--- config.mk ---
export PLATFORM = sky130hd
export DESIGN_NAME = sdram_arbit
export DESIGN_NICKNAME = d
export VERILOG_FILES = /design/src/rtl/sdram_arbit.sv
export SDC_FILE = /design/constraint.sdc
export NUM_CORES = 1
export LEC_CHECK = 0
export BUFFER_PORTS_ARGS = -buffer_cell sky130_fd_sc_hd__buf_4
export CAP_MARGIN = 30
export CORE_MARGIN = 5
export CORE_UTILIZATION = 25
export CTS_CLUSTER_SIZE = 8
export DETAILED_ROUTE_END_ITERATION = 16
export PLACE_DENSITY = 0.58
export SLEW_MARGIN = 20
export SYNTH_ARGS = -nofsm -noshare
export SYNTH_HDL_FRONTEND = slang
export SYNTH_SLANG_ARGS = --single-unit
--- constraint.sdc ---
create_clock -name S_CLK -period 1.5 [get_ports S_CLK]
set_clock_uncertainty 0.05 [all_clocks]
set_input_delay 0.075 -clock S_CLK [delete_from_list [all_inputs] [get_ports S_CLK]]
set_output_delay 0.075 -clock S_CLK [all_outputs]
set_load 0.02 [all_outputs]
--- src/rtl/sdram_arbit.sv ---
// SDRAM command arbiter: grants the bus to refresh, write or read stages with fixed priority.
// The optional grant watchdog is built only when ARBIT_WDT_EN is defined.
module sdram_arbit (
    input  logic        S_CLK,
    input  logic        RST,
    input  logic        flag_init,
    input  logic [4:0]  init_cmd,
    input  logic [11:0] init_addr,
    input  logic        aref_req,
    output logic        aref_en,
    input  logic        aref_ack,
    input  logic [4:0]  aref_cmd,
    input  logic [11:0] aref_addr,
    input  logic        wr_req,
    output logic        wr_en,
    input  logic        wr_ack,
    output logic        wr_break,
    input  logic [4:0]  wr_cmd,
    input  logic [11:0] wr_addr,
    input  logic        rd_req,
    output logic        rd_en,
    input  logic        rd_ack,
    output logic        rd_break,
    input  logic [4:0]  rd_cmd,
    input  logic [11:0] rd_addr,
    output logic [4:0]  sdram_cmd,
    output logic [11:0] sdram_addr,
    output logic        arb_err
);

    localparam logic [4:0] CmdNop = 5'b10111;

    typedef enum logic [2:0] {
        StIdle,
        StArbit,
        StAref,
        StWrite,
        StRead
    } state_e;

    state_e      state_q, state_d;
    logic        expire;
    logic        wdt_full;
    logic [4:0]  cmd_d;
    logic [11:0] addr_d;

    assign aref_en  = (state_q == StAref);
    assign wr_en    = (state_q == StWrite);
    assign rd_en    = (state_q == StRead);
    assign wr_break = aref_req & wr_en;
    assign rd_break = aref_req & rd_en;

`ifdef ARBIT_WDT_EN
    logic [7:0] wdt_q, wdt_d;
    logic       arb_err_q;

    // Counter sits at zero outside grant states, so every grant starts from zero.
    always_comb begin
        wdt_d = 8'd0;
        if (aref_en || wr_en || rd_en) begin
            wdt_d = wdt_q + 8'd1;
        end
    end

    always_ff @(posedge S_CLK) begin
        if (RST) begin
            wdt_q     <= 8'd0;
            arb_err_q <= 1'b0;
        end else begin
            wdt_q     <= wdt_d;
            arb_err_q <= expire;
        end
    end

    assign wdt_full = (wdt_q == 8'hff);
    assign arb_err  = arb_err_q;
`else
    assign wdt_full = 1'b0;
    assign arb_err  = 1'b0;
`endif

    always_comb begin
        state_d = state_q;
        expire  = 1'b0;
        case (state_q)
            StIdle: begin
                if (flag_init) begin
                    state_d = StArbit;
                end
            end
            StArbit: begin
                if (aref_req) begin
                    state_d = StAref;
                end else if (wr_req) begin
                    state_d = StWrite;
                end else if (rd_req) begin
                    state_d = StRead;
                end
            end
            StAref: begin
                if (aref_ack) begin
                    state_d = StArbit;
                end else if (wdt_full) begin
                    state_d = StArbit;
                    expire  = 1'b1;
                end
            end
            StWrite: begin
                if (wr_ack) begin
                    state_d = StArbit;
                end else if (wdt_full) begin
                    state_d = StArbit;
                    expire  = 1'b1;
                end
            end
            StRead: begin
                if (rd_ack) begin
                    state_d = StArbit;
                end else if (wdt_full) begin
                    state_d = StArbit;
                    expire  = 1'b1;
                end
            end
            default: state_d = StIdle;
        endcase
    end

    // Pins follow the stage owning the bus in the current cycle, one cycle later.
    always_comb begin
        cmd_d  = CmdNop;
        addr_d = 12'd0;
        case (state_q)
            StIdle: begin
                cmd_d  = init_cmd;
                addr_d = init_addr;
            end
            StAref: begin
                cmd_d  = aref_cmd;
                addr_d = aref_addr;
            end
            StWrite: begin
                cmd_d  = wr_cmd;
                addr_d = wr_addr;
            end
            StRead: begin
                cmd_d  = rd_cmd;
                addr_d = rd_addr;
            end
            default: begin
                cmd_d  = CmdNop;
                addr_d = 12'd0;
            end
        endcase
    end

    always_ff @(posedge S_CLK) begin
        if (RST) begin
            state_q    <= StIdle;
            sdram_cmd  <= CmdNop;
            sdram_addr <= 12'd0;
        end else begin
            state_q    <= state_d;
            sdram_cmd  <= cmd_d;
            sdram_addr <= addr_d;
        end
    end

endmodule

==> results of run 1 <==
-- power by group through the flow --
stage	combinational (mW)	sequential, mW	clock (mW)
4_1_cts	0.802	0.626	0.446
3_5_place_dp	0.775	0.634	0
2_1_floorplan	0.377	0.700	0
6_report	0.806	0.622	0.430
5_1_grt	0.873	0.631	0.467
3_3_place_gp	0.771	0.635	0
-- cells by family (layout without fill, tap and decap cells) --
group,count (synthesis),count (layout)
AND/OR/NAND/NOR,54,54
flip-flops,20,20
buffers and inverters,17,116
AO/OA/AOI/OAI,40,40
other,1,1
multiplexers,23,23
-- path summary, 6_finish.rpt --
path | start | endpoint | slack, ps | cells past startpoint
setup / recovery | state_q[2] | aref_en | 60 | 4
hold reg to reg | state_q[1] | sdram_cmd[0] | 620 | 3
setup reg to reg | state_q[0] | state_q[0] | 130 | 4
hold / removal | rd_cmd[0] | sdram_cmd[0] | 2 | 3
-- synth_stat cells, types with 2 or more instances --
cell type   n
buf_2       7
o21ai_0     2
nor2b_1     3
nand2b_1    2
or3b_1      6
buf_4       5
and2_1      8
mux2i_1    22
or2_2       4
dfxtp_1    20
nor2_1      4
o21a_1      6
nand3b_1   13
o22ai_1     6
clkbuf_1    2
a22oi_1     4
and3_1      2
buf_6       2
a21oi_1    15
nand3_1     6
-- metrics by stage --
| stage | std cells | cell area [sq um] |
|---|---|---|
| floorplan | 155 | 1360 |
| detailed placement | 318 | 2170 |
| finish | 324 | 2300 |
| global route | 324 | 2300 |
| global placement | 318 | 2170 |
| CTS | 323 | 2280 |
-- metal layers --
metal / global-route usage (%) / vias to the layer above
met5: 0 / -
met4: 2.63 / 0
met3: 3.85 / 2
met2: 21.5 / 65
met1: 16.5 / 677
li1: - / 761
-- worst min-delay path: cells and delay by family --
kind                   cells  cell delay (ps)
buffers and inverters      1               80
AOI/OAI and AO/OA          2              130
-- cells in the final DEF (no fill, tap or decap), types with 6 or more instances in the layout --
| master | instances |
|---|---|
| nand3_1 | 6 |
| dfxtp_1 | 17 |
| buf_4 | 108 |
| or3b_1 | 6 |
| mux2i_1 | 22 |
| o21a_1 | 6 |
| a21oi_1 | 15 |
| nand3b_1 | 13 |
| and2_1 | 8 |
| o22ai_1 | 6 |
-- timing repair --
action / 4_1_cts / 5_1_grt
endpoints found under the setup margin: 4 / 2
resized for setup: 7 / 1
cloned: 1 / 0
pin swaps: 0 / 1
buffers inserted: 0 / 1
-- final cells by class --
class	instances	area share, %
clock buffer	4	2.40
inverter	1	0.163
multi-input combinational	118	37.8
sequential	20	17.7
tap	70	3.81
timing repair buffer	111	38.1
-- state kept, by name, indices dropped and copies added (netlist names) --
name / flops
sdram_cmd: 5
sdram_addr: 12
state_q: 3
==> results.py, run 1 <==
metrics = {
    "outcome": {
        "outcome": "finished, final reports clean",
    },
    "clock_network": {
        "insertion_delay_ps": 260,
        "tritoncts": "built",
        "numCtsBuffers": 3,
        "clkSinkCount": 20,
        "hold_buffers": 0,
        "htreeDepth": 1,
        "clockRootBuffer": "clkbuf_8",
        "clock_path_buffers": 2,
        "clk_pin_slew_ps": 80,
    },
    "timing": {
        "drv_slew": 0,
        "setup_slack_ps": 57.0,
        "setup_tns_ps": 0,
        "setup_violations": 0,
        "period_share_pct": 96.2,
        "max_freq_ghz": 0.693,
        "rsz0062_at_grt": "false",
        "hold_violations": 0,
        "fin_crit_ps": 1440,
        "hold_ws_ps": 2.44,
    },
    "yosys": {
        "synth_top_family_by_area": "simple AND/OR/NAND/NOR gates",
        "synthSimpleGateAreaFrac_pct": 25.9,
        "ys_async_sr_fraction_pct": 0,
        "synthFlopType": "dfxtp_1",
        "synthCells": 155,
        "synthesis.area_sq_um": 1360,
        "synth_seq_cells": 20,
        "synth_edf_count": 0,
        "syn_avg_cell_area_sq_um": 8.77,
        "synth_top_area_cell": "dfxtp_1",
        "seq_area_frac_synth_pct": 29.5,
        "synthTopCellsByArea": "dfxtp_1, mux2i_1, nand3b_1, a21oi_1, or3b_1",
        "synth_compound_area_share_pct": 19.5,
        "synth_top_area_share_pct": 29.5,
        "post_synth_xor_area_fraction_pct": 0,
        "synth_fa_ha_area_share_pct": 0,
        "synth_warnings": 0,
        "yosysUniqueCellTypes": 36,
        "syn-num-nets": 232,
        "synth.mux.area_fraction_pct": 17.0,
    },
    "routing": {
        "wl_met3_um": 370,
        "ant_nets": 0,
        "drt-met1-wl_um": 2020,
        "wl_per_cell_um": 14.0,
        "wirelength_um": 4530,
        "route.met2.wl_um": 2120,
        "vias_per_cell": 4.65,
        "dr.max_layer_used": "met4",
        "initialDrtViolationCount": 32,
        "drtPass1Iterations": 5,
        "route.vias.total": 1505,
        "drc": 0,
    },
    "power_and_ir_drop": {
        "p_comb_share_pct": 43.4,
        "cellInternalPower_mw": 1.27,
        "p_switching_mw": 0.584,
        "power_mw": 1.86,
        "power_frac_clock_pct": 23.1,
        "p_leak_nw": 1.02,
        "seqPwrFrac_pct": 33.5,
        "power_density_nw_per_um2": 809,
        "p_sw_share_pct": 31.4,
        "worst_ir_drop_vdd_mv": 0.359,
    },
    "worst_setup_path": {
        "cp-end-kind": "primary output",
        "worstSetupPathType": "register to primary output",
        "arrival_ps": 1320,
        "cp_num_buf_inv": 2,
        "crit_path_cell_trace": "buf_12, or2b_4, nor2_1, buf_4",
        "slowest_delay_ps": 350,
        "slowest_stage": "dfxtp_2",
        "cp_max_fo": 16,
        "crit_family": "simple AND/OR/NAND/NOR gates",
        "cp-start-kind": "register",
        "cp.required_ps": 1370,
    },
    "final_layout": {
        "n_antenna_cell": 0,
        "multi_input_area_sq_um": 868,
        "final_nets": 332,
        "area_growth_pct": 69.0,
        "layout-drive-gt1-share_pct": 50.8,
        "post-route-util_pct": 44.1,
        "regArea_sq_um": 407,
        "n_fill_cell": 528,
    },
    "placement": {
        "hpwl_um": 3470,
        "place.gp.congestion": 0.801,
        "port-buffer-count": 98,
        "dp_slack_ps": 107,
    },
    "worst_hold_path": {
        "hp-class": "input port to register",
    },
    "die": {
        "start_util_pct": 26.1,
        "die_w_um": 83.7,
        "num_io_pins": 100,
        "core_sq_um": 5200,
        "die_h_um": 83.7,
        "die_area_sq_um": 7010,
        "rows": 26,
    },
    "global_routing": {
        "grt_usage_pct": 12.9,
        "grt_pass1_vias": 1588,
        "antenna_found_initial": 0,
        "grt_max_degree": 20,
        "grt_pass1_wl_um": 7580,
        "overflow": 0,
    },
    "flow_run": {
        "cap_violations": 0,
    },
}
Power figures use the tool's default switching activity.
==> run 2: changes to the inputs <==
==> constraint.sdc (replaced) <==
create_clock -name S_CLK -period 1.52 [get_ports S_CLK]
set_clock_uncertainty 0.05 [all_clocks]
set_input_delay 0.076 -clock S_CLK [delete_from_list [all_inputs] [get_ports S_CLK]]
set_output_delay 0.076 -clock S_CLK [all_outputs]
set_load 0.02 [all_outputs]
==> run 2 against run 1 <==
Core utilization is 0.24 points higher. Combinational power hardly changed. Largest power group unchanged. Via count is 2.2% lower. Design area is 0.54% higher. Worst setup slack better by 24 ps. Total power is 4.4% lower. Global-route usage is 0.41 points lower. Worst hold slack better by 7.8 ps. Final cell count stayed put. Non-clock buffer count is 1 higher. First-iteration DRC count is 56% higher. Register-to-register slack better by 70 ps. Largest cell class unchanged.
==> results.py, run 2 (synthesis results as in run 1) <==
metrics = {
    "timing": {
        "setup_tns_ps": 0,
        "setup_violations": 0,
        "max_freq_ghz": 0.695,
        "hold_violations": 0,
        "fin_crit_ps": 1440,
        "drv_slew": 0,
        "hold_ws_ps": 10.2,
        "period_share_pct": 94.7,
        "setup_slack_ps": 80.6,
        "rsz0062_at_grt": "false",
    },
    "clock_network": {
        "clockRootBuffer": "clkbuf_8",
        "insertion_delay_ps": 250,
        "clock_path_buffers": 2,
        "tritoncts": "built",
        "numCtsBuffers": 3,
        "clk_pin_slew_ps": 80,
        "clkSinkCount": 20,
        "htreeDepth": 1,
    },
    "final_layout": {
        "area_growth_pct": 69.9,
        "post-route-util_pct": 44.4,
        "top_register": "sdram_addr",
        "layout-drive-gt1-share_pct": 51.2,
        "n_antenna_cell": 0,
        "largest_register_ffs": 12,
        "reg.largest.list": "sdram_addr: 12 flops, sdram_cmd: 5 flops, state_q: 3 flops",
        "final_common_cell": "buf_4",
        "final_nets": 333,
        "final_cell_mix": "buf_4, mux2i_1, dfxtp_1, a21oi_1, nand3b_1",
    },
    "global_routing": {
        "grt_usage_pct": 12.5,
        "antenna_found_initial": 0,
        "overflow": 0,
        "grt_pass1_wl_um": 7360,
        "grt_pass1_vias": 1484,
        "grt_max_degree": 32,
    },
    "routing": {
        "vias_per_cell": 4.54,
        "ant_nets": 0,
        "wirelength_um": 4460,
        "initialDrtViolationCount": 50,
        "wl_per_cell_um": 13.8,
        "route.vias.total": 1472,
        "drc": 0,
        "drtPass1Iterations": 4,
    },
    "worst_setup_path": {
        "crit_path_cell_trace": "buf_12, or2b_4, nor2_1, buf_4",
        "slowest_delay_ps": 370,
        "slowest_stage": "dfxtp_4",
        "cp.required_ps": 1390,
        "arrival_ps": 1310,
        "cp-start-kind": "register",
        "worstSetupPathType": "register to primary output",
        "cp_max_fo": 16,
        "cp-end-kind": "primary output",
    },
    "die": {
        "die_w_um": 83.7,
        "core_sq_um": 5200,
        "start_util_pct": 26.1,
        "die_h_um": 83.7,
        "die_area_sq_um": 7010,
        "num_io_pins": 100,
        "rows": 26,
    },
    "power_and_ir_drop": {
        "seqPwrFrac_pct": 34.7,
        "p_leak_nw": 1.02,
        "power_frac_clock_pct": 19.8,
        "power_density_nw_per_um2": 770,
        "worst_ir_drop_vdd_mv": 0.401,
        "p_switching_mw": 0.562,
        "p_sw_share_pct": 31.6,
        "power_mw": 1.78,
        "cellInternalPower_mw": 1.21,
        "p_comb_share_pct": 45.5,
    },
    "outcome": {
        "outcome": "finished, final reports clean",
    },
    "flow_run": {
        "cap_violations": 0,
    },
    "placement": {
        "hpwl_um": 3450,
        "port-buffer-count": 98,
        "dp_slack_ps": 93.3,
        "place.gp.congestion": 0.726,
    },
    "worst_hold_path": {
        "hp-class": "input port to register",
    },
}
run 2: changes by cell type in the layout (fill, tap and decap cells not counted), sizes merged:
cell,change
bufbuf,-1
buf,+1
run 2: routing by layer:
metal / vias to the layer above / wire length (um) / track usage (%)
met5: - / 0 / 0
met2: 59 / 2030 / 19.5
met3: 2 / 360 / 4.15
met1: 645 / 2050 / 16.9
li1: 766 / - / -
met4: 0 / 15 / 2.19
run 2: cell type report:
type | count | area, sq um
Clock buffer | 3 | 41.3
Inverter | 1 | 3.75
Multi-Input combinational cell | 118 | 871
Sequential cell | 20 | 409
Tap cell | 70 | 87.6
Fill cell | 548 | 2900
Timing Repair Buffer | 112 | 896
run 2: power by group through the flow:
stage                     logic [mW]  registers [mW]  clock network (mW)
after global placement         0.787           0.627                   0
after CTS                      0.802           0.618               0.371
after floorplan                0.372           0.691                   0
after global routing           0.879           0.623               0.402
final                          0.809           0.616               0.352
after detailed placement       0.790           0.627                   0
run 2: timing repair:
item,CTS,global route
cloned,0,1
gates resized for setup,5,4
buffers inserted,0,1
hold buffers,0,0
setup endpoints to repair,4,2
run 2: path summary, 6_finish.rpt:
kind,from,end,slack [ps],depth (start not counted)
max,state_q[2],aref_en,80,4
min,RST,state_q[2],10,2
max reg2reg,state_q[2],state_q[2],200,4
min reg2reg,state_q[1],sdram_cmd[0],620,3
run 2: through the flow:
| step | cell area, sq um | cells |
|---|---|---|
| after floorplan | 1360 | 155 |
| after global placement | 2210 | 319 |
| after detailed placement | 2210 | 319 |
| after CTS | 2270 | 322 |
| after global routing | 2310 | 324 |
| final | 2310 | 324 |
run 2: worst max-delay path: cells and delay by family, from the launching register on:
kind | cells | cell delay (ps)
and+or+nand+nor | 2 | 380
DFF | 1 | 370
buffers and inverters | 2 | 300
